File: config.mk
export PLATFORM = sky130hd
export DESIGN_NAME = circuit2_sched_flat
export DESIGN_NICKNAME = d
export VERILOG_FILES = /design/src/rtl/circuit2_sched_pkg.sv /design/src/rtl/circuit2_sched_if.sv /design/src/rtl/circuit2_sched_shared_alu.sv /design/src/rtl/circuit2_sched.sv /design/src/flat_wrapper.sv
export SDC_FILE = /design/constraint.sdc
export NUM_CORES = 1
export LEC_CHECK = 0
export ABC_AREA = 1
export BUFFER_PORTS_ARGS = -buffer_cell sky130_fd_sc_hd__buf_2
export CORE_ASPECT_RATIO = 0.7
export CORE_MARGIN = 2
export CORE_UTILIZATION = 61
export DETAILED_ROUTE_END_ITERATION = 16
export HOLD_SLACK_MARGIN = 0.1
export PLACE_DENSITY = 0.83
export SYNTH_ARGS = -nofsm -noshare
export SYNTH_HDL_FRONTEND = slang
export SYNTH_HIERARCHICAL = 1
export SYNTH_SLANG_ARGS = --single-unit
File: constraint.sdc
create_clock -name clk -period 4.45 [get_ports clk]
set_input_delay 0.6675 -clock clk [delete_from_list [all_inputs] [get_ports clk]]
set_output_delay 0.6675 -clock clk [all_outputs]
set_load 0.01 [all_outputs]
File: src/rtl/circuit2_sched_pkg.sv
// Shared types and constants for the circuit2 multi-cycle scheduler.
package circuit2_sched_pkg;

  typedef enum logic [2:0] {
    IDLE  = 3'd0,
    ADD_D = 3'd1,
    ADD_E = 3'd2,
    SUB_F = 3'd3,
    CMP   = 3'd4,
    SHL_X = 3'd5,
    SHR_Z = 3'd6,
    DONE  = 3'd7
  } state_t;

  typedef enum logic [1:0] {
    OP_ADD = 2'd0,
    OP_SUB = 2'd1,
    OP_CMP = 2'd2
  } alu_op_t;

  typedef enum logic {
    SH_L  = 1'b0,
    SH_RA = 1'b1
  } shf_op_t;

  // Start-to-start period of a job when start is held high: seven busy states plus one IDLE cycle.
  localparam int LATENCY = 8;

endpackage

File: src/rtl/circuit2_sched_if.sv
// Operand source / result consumer bundle for circuit2_sched.
interface circuit2_sched_if #(
  parameter int DATAWIDTH = 32
);
  logic                 start;
  logic [DATAWIDTH-1:0] a;
  logic [DATAWIDTH-1:0] b;
  logic [DATAWIDTH-1:0] c;
  logic                 busy;
  logic                 done;
  logic [DATAWIDTH-1:0] x;
  logic [DATAWIDTH-1:0] z;
  logic [DATAWIDTH-1:0] f;

  modport master (output start, a, b, c, input busy, done, x, z, f);
  modport slave  (input start, a, b, c, output busy, done, x, z, f);
endinterface

File: src/rtl/circuit2_sched_shared_alu.sv
// Single shared signed add/sub/compare unit; purely combinational.
module shared_alu
  import circuit2_sched_pkg::*;
#(
  parameter int DATAWIDTH = 32
) (
  input  alu_op_t              op,
  input  logic [DATAWIDTH-1:0] p,
  input  logic [DATAWIDTH-1:0] q,
  output logic [DATAWIDTH-1:0] res,
  output logic                 lt,
  output logic                 eq
);

  // Add or subtract with natural wrap; flags are always a signed compare of p and q.
  always_comb begin
    case (op)
      OP_SUB:  res = p - q;
      default: res = p + q;
    endcase
    lt = $signed(p) < $signed(q);
    eq = (p == q);
  end

endmodule

File: src/rtl/circuit2_sched.sv
// circuit2 dataflow scheduled over one shared ALU and one shared shifter.
//
// state | meaning
// IDLE  | waiting for start; operands latched on accept
// ADD_D | d = a + b
// ADD_E | e = a + c
// SUB_F | f = a - b (written to output)
// CMP   | lt/eq flags from signed compare of d and e
// SHL_X | x = d << lt
// SHR_Z | z = d >>> eq
// DONE  | done pulse, results stable
module circuit2_sched
  import circuit2_sched_pkg::*;
#(
  parameter int DATAWIDTH = 32
) (
  input logic            clk,
  input logic            rst,
  circuit2_sched_if.slave bus
);

  state_t               state;
  logic [DATAWIDTH-1:0] ra, rb, rc;
  logic [DATAWIDTH-1:0] d, e;
  logic                 dlt, deq;
  logic [DATAWIDTH-1:0] x_q, z_q, f_q;
  logic                 busy_q, done_q;

  alu_op_t              alu_op;
  logic [DATAWIDTH-1:0] alu_p, alu_q, alu_res;
  logic                 alu_lt, alu_eq;
  shf_op_t              sh_op;
  logic [DATAWIDTH-1:0] sh_out;

  shared_alu #(.DATAWIDTH(DATAWIDTH)) u_alu (
    .op  (alu_op),
    .p   (alu_p),
    .q   (alu_q),
    .res (alu_res),
    .lt  (alu_lt),
    .eq  (alu_eq)
  );

  // Per-state operand steering into the shared ALU.
  always_comb begin
    alu_op = OP_ADD;
    alu_p  = ra;
    alu_q  = rb;
    case (state)
      ADD_E: alu_q = rc;
      SUB_F: alu_op = OP_SUB;
      CMP: begin
        alu_op = OP_CMP;
        alu_p  = d;
        alu_q  = e;
      end
      default: ;
    endcase
  end

  // Shared shifter; g and h both alias d, so d feeds it directly.
  always_comb begin
    sh_op = (state == SHR_Z) ? SH_RA : SH_L;
    case (sh_op)
      SH_RA:   sh_out = $signed(d) >>> deq;
      default: sh_out = d << dlt;
    endcase
  end

  // Controller FSM with registered datapath and outputs.
  always_ff @(posedge clk or negedge rst) begin
    if (!rst) begin
      state  <= IDLE;
      ra     <= '0;
      rb     <= '0;
      rc     <= '0;
      d      <= '0;
      e      <= '0;
      dlt    <= 1'b0;
      deq    <= 1'b0;
      x_q    <= '0;
      z_q    <= '0;
      f_q    <= '0;
      busy_q <= 1'b0;
      done_q <= 1'b0;
    end else begin
      done_q <= 1'b0;
      case (state)
        IDLE: begin
          if (bus.start) begin
            ra     <= bus.a;
            rb     <= bus.b;
            rc     <= bus.c;
            busy_q <= 1'b1;
            state  <= ADD_D;
          end
        end
        ADD_D: begin
          d     <= alu_res;
          state <= ADD_E;
        end
        ADD_E: begin
          e     <= alu_res;
          state <= SUB_F;
        end
        SUB_F: begin
          f_q   <= alu_res;
          state <= CMP;
        end
        CMP: begin
          dlt   <= alu_lt;
          deq   <= alu_eq;
          state <= SHL_X;
        end
        SHL_X: begin
          x_q   <= sh_out;
          state <= SHR_Z;
        end
        SHR_Z: begin
          z_q    <= sh_out;
          done_q <= 1'b1;
          state  <= DONE;
        end
        DONE: begin
          busy_q <= 1'b0;
          state  <= IDLE;
        end
        default: begin
          busy_q <= 1'b0;
          state  <= IDLE;
        end
      endcase
    end
  end

  assign bus.busy = busy_q;
  assign bus.done = done_q;
  assign bus.x    = x_q;
  assign bus.z    = z_q;
  assign bus.f    = f_q;

endmodule

File: src/flat_wrapper.sv
// flat-port wrapper written by rule: the top's interface ports become plain ports
module circuit2_sched_flat import circuit2_sched_pkg::*;
#(
  parameter int DATAWIDTH = 32
)
  (clk, rst, bus_start, bus_a, bus_b, bus_c, bus_busy, bus_done, bus_x, bus_z, bus_f);
  circuit2_sched_if #(.DATAWIDTH(DATAWIDTH)) bus_i ();
  input logic clk;
  input logic rst;
  input wire logic [$bits(bus_i.start)-1:0] bus_start;
  input wire logic [$bits(bus_i.a)-1:0] bus_a;
  input wire logic [$bits(bus_i.b)-1:0] bus_b;
  input wire logic [$bits(bus_i.c)-1:0] bus_c;
  output wire logic [$bits(bus_i.busy)-1:0] bus_busy;
  output wire logic [$bits(bus_i.done)-1:0] bus_done;
  output wire logic [$bits(bus_i.x)-1:0] bus_x;
  output wire logic [$bits(bus_i.z)-1:0] bus_z;
  output wire logic [$bits(bus_i.f)-1:0] bus_f;
  assign bus_i.start = bus_start;
  assign bus_i.a = bus_a;
  assign bus_i.b = bus_b;
  assign bus_i.c = bus_c;
  assign bus_busy = bus_i.busy;
  assign bus_done = bus_i.done;
  assign bus_x = bus_i.x;
  assign bus_z = bus_i.z;
  assign bus_f = bus_i.f;
  circuit2_sched #(.DATAWIDTH(DATAWIDTH)) u_core (.clk(clk), .rst(rst), .bus(bus_i));
endmodule
==> results of run 1 <==
[per-layer routing]
metal	up-vias	track usage (%)	share of wire (%)	routed length, microns
met5	-	0	0	0
met4	0	18.1	5.2	3420
met3	242	13.5	15	9780
met2	1440	61.0	40	26100
met1	8508	62.9	40	26400
li1	8363	-	-	-
[repair_timing]
action | in CTS | in global routing
setup buffers | 0 | 4
hold endpoints to repair | 0 | 0
setup endpoints to repair | 0 | 36
gates resized for setup | 0 | 5
[worst paths after layout]
kind                                         startpoint                           end  slack (ns)  cells after the start
hold / removal                                      rst       u_core/e[8]$_DFFE_PN0N_        0.16                      1
setup reg to reg            u_core/state[0]$_DFFE_PN0P_      u_core/d[24]$_DFFE_PN0N_        0.18                     17
setup / recovery            u_core/state[0]$_DFFE_PN0P_      u_core/d[24]$_DFFE_PN0N_        0.18                     17
max in group asynchronous                           rst     u_core/ra[16]$_DFFE_PN0P_        3.12                      2
hold reg to reg            u_core/bus.x[25]$_DFFE_PN0N_  u_core/bus.x[25]$_DFFE_PN0N_        0.47                      2
min in group clk                              bus_c[31]     u_core/rc[31]$_DFFE_PN0P_        0.33                      3
[cell families after synthesis]
logic type	after synthesis	share of synthesized area [%]
buf+inv	519	12.5
simple gates	1386	32.6
fa+ha+maj	69	5.05
compound gates	356	11.0
xor+xnor	20	1.01
flops	263	37.8
[critical path: stages (launching register included)]
cell and delay, ns:
dfrtp_1 0.42, inv_1 0.11, ha_1 0.29, nand2_4 0.16, buf_4 0.25, o21ai_0 0.66, ha_1 0.45, nor2_1 0.34
nand2_1 0.19, o21ai_1 0.40, nand2_1 0.19, nand3_1 0.12, nand2_1 0.05, nand2_1 0.09, nand2_1 0.05, nand2_1 0.10
inv_1 0.09, o21ai_0 0.20
[layout make-up]
class	count	area, sq um
Tap cell	371	464
Inverter	404	1520
Fill cell	2261	8500
Sequential cell	263	6580
Timing Repair Buffer	236	1330
Clock buffer	35	754
Clock inverter	12	141
Multi-Input combinational cell	1832	8660
[registers in the layout (all words and copies together), names as in the netlist]
name	count
u_core/state	3
u_core/ra	32
u_core/e	32
u_core/bus.x	32
u_core/rc	32
u_core/bus.z	32
u_core/d	32
u_core/bus.busy	1
u_core/bus.f	32
u_core/deq	1
u_core/dlt	1
u_core/rb	32
u_core/bus.done	1
[placed cells by master (no fill, tap or decap), types with 2 or more instances in the layout]
cell type and count:
o21ai_1 131, bufinv_16 2, fa_1 2, nand3_2 5, nand2_4 2, buf_2 195, and2_1 8, xor2_1 20
buf_4 37, nor3_1 13, clkbuf_16 26, nand2_1 1066, inv_6 2, clkinv_2 4, clkbuf_1 2, ha_1 63
nor2_1 91, a21oi_1 50, o211ai_1 31, nand3b_1 2, nand2_2 15, nand3_1 128, nor2_4 4, ha_2 4
nor4_1 3, o21ai_0 122, nand4_1 23, buf_12 3, nor3_2 5, inv_2 11, inv_1 392, dfrtp_1 262
o21bai_1 15, a31oi_1 3, nor2_2 20, clkbuf_8 7
[metrics by stage]
step | std cells | instance area, sq um | worst slack (ns)
after floorplan | 2613 | 17400 | 1.54
after global placement | 3101 | 18500 | 0.176
after detailed placement | 3101 | 18500 | 0.141
after CTS | 3148 | 19400 | 0.108
after global routing | 3153 | 19500 | 0.0119
final | 3153 | 19500 | 0.184
==> flow_summary.json, run 1 <==
{
  "synth_edf_count": 0,
  "fmaxAchievable_ghz": 0.234,
  "totalWireLength_mm": 65.7,
  "ys_types": 37,
  "crit_required_ns": 4.93,
  "grt_max_degree": 130,
  "detail_route.wl_per_cell_microns": 20.8,
  "initial_core_util_pct": 62.2,
  "finalSetupViolCount": 0,
  "postRouteAntennaNets": 0,
  "synth_top_area_cell": "dfrtp_1",
  "via_per_inst": 5.88,
  "nNetsFinal": 2931,
  "status": "finished clean",
  "dieArea_sq_um": 29900,
  "ys_dominant_reg_cell": "dfrtp_1",
  "clk_path_buf_depth": 3,
  "cts_tree": "built",
  "gp_congestion": 1.07,
  "first_pass_iters": 7,
  "first_global_vias": 17070,
  "syn_nets": 2781,
  "diodes": 0,
  "rsz0062_at_grt": "false",
  "cp_data_arrival_time_ns": 4.74,
  "die_h_microns": 145,
  "ys_ff_latch": 263,
  "syn_area_sq_um": 17400,
  "drive_above_1_share_pct": 12.7,
  "htreeDepth": 1,
  "cts_buffers": 26,
  "synth_common_cells": "1066 x nand2_1, 392 x inv_1, 263 x dfrtp_1, 130 x o21ai_1, 128 x nand3_1",
  "dr.first_iter.drc_count": 3053,
  "areaGrowthSynthToFinish_pct": 11.8,
  "final_max_slew_viol_count": 0,
  "slew_headroom_pct": 21.5,
  "hold_class": "in -> async",
  "crit_fanout": 24,
  "clock-sinks": 263,
  "critical_path.startpoint_type": "flop",
  "ys_warn_count": 6,
  "antenna_found_initial": 2,
  "grt_first_pass_wirelength_mm": 99.3,
  "criticalPathCategory": "reg -> reg",
  "synth_top_area_share_pct": 37.8,
  "core-area_sq_um": 27900,
  "finalSetupTns_ns": 0,
  "clock_skew_ns": 0.0359,
  "die_w_microns": 206,
  "yosysMostFrequentCell": "nand2_1",
  "ctsHoldBuffers": 0,
  "overflow": 0,
  "num_vias": 18553,
  "async_flop_share_pct": 100,
  "io_pins": 197,
  "seq_area_frac_synth_pct": 37.8,
  "hold_ws_ns": 0.159,
  "avgSynthCellArea_sq_um": 6.66,
  "cts_root_buf": "clkbuf_16",
  "grt_util_all_layers_pct": 43.8,
  "clkTransAtPathRegs_ns": 0.07,
  "insertion_delay_ns": 0.57,
  "min_period_over_period_pct": 95.9,
  "dp_hpwl_mm": 50.6,
  "fin_util_pct": 69.6,
  "drcViolationCount": 0,
  "rows": 51,
  "hold_viol": 0,
  "synth.top_cells.by_area": "dfrtp_1 38%, nand2_1 23%, inv_1 8.5%, ha_1 4.8%, o21ai_1 3.7%",
  "period_minus_slack_ns": 4.27,
  "worst_setup_path_end_kind": "flop",
  "tightest_slew_ns": 1.18,
  "drv_cap": 0,
  "syn-instance-count": 2613,
  "numPortBuffers": 196
}
Power of run 1 is left out: the tool's default activity adds up to more than one toggle a clock period on the data nets, which glitch-free logic cannot reach.
==> run 2: changes to the inputs <==
- CORE_UTILIZATION: 61 -> 43
- PLACE_DENSITY: 0.83 -> default
==> flow_summary.json, run 2 (same netlist as run 1, synthesis figures left out) <==
{
  "hold_viol": 0,
  "dr.first_iter.drc_count": 1746,
  "clock-sinks": 263,
  "finalSetupTns_ns": 0,
  "tightest_slew_ns": 1.22,
  "layout_commonest_cell": "nand2_1",
  "clkTransAtPathRegs_ns": 0.06,
  "period_minus_slack_ns": 4.25,
  "critical_path.startpoint_type": "flop",
  "criticalPathCategory": "reg -> reg",
  "cts_buffers": 27,
  "final_max_slew_viol_count": 0,
  "drv_cap": 0,
  "crit_required_ns": 4.92,
  "regArea_sq_um": 6580,
  "post-place-cells": 3329,
  "dp_hpwl_mm": 56.5,
  "status": "finished clean",
  "cp.buffers_inverters": 6,
  "cp_data_arrival_time_ns": 4.73,
  "overflow": 0,
  "cts_root_buf": "clkbuf_16",
  "areaGrowthSynthToFinish_pct": 16.4,
  "insertion_delay_ns": 0.57,
  "drive_above_1_share_pct": 14.7,
  "initial_core_util_pct": 43.7,
  "rsz0062_at_grt": "false",
  "postRouteAntennaNets": 0,
  "hold_class": "in -> async",
  "clock_skew_ns": 0.0124,
  "cpMaxStageDelayCell": "ha_1",
  "via_per_inst": 5.27,
  "worst_setup_path_end_kind": "flop",
  "clk_path_buf_depth": 3,
  "final_cells": 3384,
  "gp_congestion": 0.992,
  "crit_fanout": 16,
  "detail_route.wl_per_cell_microns": 20.5,
  "diodes": 0,
  "first_global_vias": 16418,
  "numPortBuffers": 196,
  "layout_common_cells": "1066 x nand2_1, 392 x inv_1, 262 x dfrtp_1, 195 x buf_2, 133 x o21ai_1",
  "first_pass_iters": 6,
  "cts_tree": "built",
  "die_w_microns": 244,
  "multi_input_area_sq_um": 8660,
  "grt_util_all_layers_pct": 32.9,
  "grt_max_degree": 145,
  "critPathMaxStageDelay_ns": 0.55,
  "core-area_sq_um": 39800,
  "ctsHoldBuffers": 0,
  "nNetsFinal": 2996,
  "htreeDepth": 1,
  "antenna_found_initial": 0,
  "fillers": 4124,
  "cp_common_cell": "nand2_1",
  "die_h_microns": 172,
  "critPathTopFamily": "simple AND/OR/NAND/NOR gates",
  "num_vias": 17818,
  "drcViolationCount": 0,
  "fmaxAchievable_ghz": 0.235,
  "totalWireLength_mm": 69.5,
  "io_pins": 197,
  "min_period_over_period_pct": 95.6,
  "slew_headroom_pct": 18.5,
  "rows": 61,
  "dieArea_sq_um": 42100,
  "finalSetupViolCount": 0,
  "path_cells": "inv_1, ha_1, inv_2, nor2_4, buf_4, nand2_1, nand3_1, inv_1, ha_1, nand2_1, inv_1, nand2_1, nor2_2, nand2_1, nand3_2, nand2_1, nand2_1, nand2_1, nand2_1, nand2_1, nand2_1, inv_1, o21ai_0",
  "grt_first_pass_wirelength_mm": 103
}
## run 2: changes by cell type in the layout (fill, tap and decap cells not counted), sizes merged
cell / before / now
bufinv: 2 / 4
clkbuf: 35 / 36
inv: 407 / 406
buf: 236 / 301
nor2: 115 / 114
clkinvlp: 1 / 2
## run 2: path summary, 6_finish.rpt
check                                              from                            to  slack, ns  depth (start not counted)
max                         u_core/state[0]$_DFFE_PN0P_  u_core/bus.f[28]$_DFFE_PN0P_       0.20                         23
min                                                 rst      u_core/rb[0]$_DFFE_PN0P_       0.19                          1
max reg2reg                 u_core/state[0]$_DFFE_PN0P_  u_core/bus.f[28]$_DFFE_PN0P_       0.20                         23
min reg2reg                u_core/bus.x[11]$_DFFE_PN0N_  u_core/bus.x[11]$_DFFE_PN0N_       0.47                          2
max in group asynchronous                           rst      u_core/d[23]$_DFFE_PN0N_       3.25                          2
min in group clk                               bus_c[8]      u_core/rc[8]$_DFFE_PN0P_       0.32                          3
## run 2: through the flow
| stage | area [sq um] | setup slack (ns) | hold WS [ns] | util [%] |
|---|---|---|---|---|
| 2_1_floorplan | 17400 | 1.54 | 0.372 | - |
| 6_report | 20200 | 0.195 | 0.190 | 50.9 |
| 3_5_place_dp | 19200 | 0.152 | 0.460 | 48.4 |
| 3_3_place_gp | 19200 | 0.203 | 0.460 | 48.4 |
| 4_1_cts | 20200 | 0.136 | 0.206 | 50.8 |
| 5_1_grt | 20200 | 0.0455 | 0.244 | 50.9 |
## run 2: what timing repair did
item | 4_1_cts | 5_1_grt
endpoints found under the setup margin | 0 | 12
resized for setup | 0 | 6
buffers inserted | 0 | 5
## run 2: cell type report
type / instances / area share [%]
Clock inverter: 14 / 0.940
Clock buffer: 36 / 3.75
Sequential cell: 263 / 32.5
Inverter: 404 / 7.50
Tap cell: 535 / 3.31
Multi-Input combinational cell: 1831 / 42.8
Timing Repair Buffer: 301 / 9.16
## run 2: per-layer routing
layer	vias up	part of all wire (%)	wire (microns)	track usage, %
met3	58	11	7410	7.99
met4	0	1.8	1240	5.81
li1	8477	-	-	-
met2	806	39	27300	45.8
met1	8477	48	33600	51.1
met5	-	0	0	0
Power of run 2 is left out for the same reason.
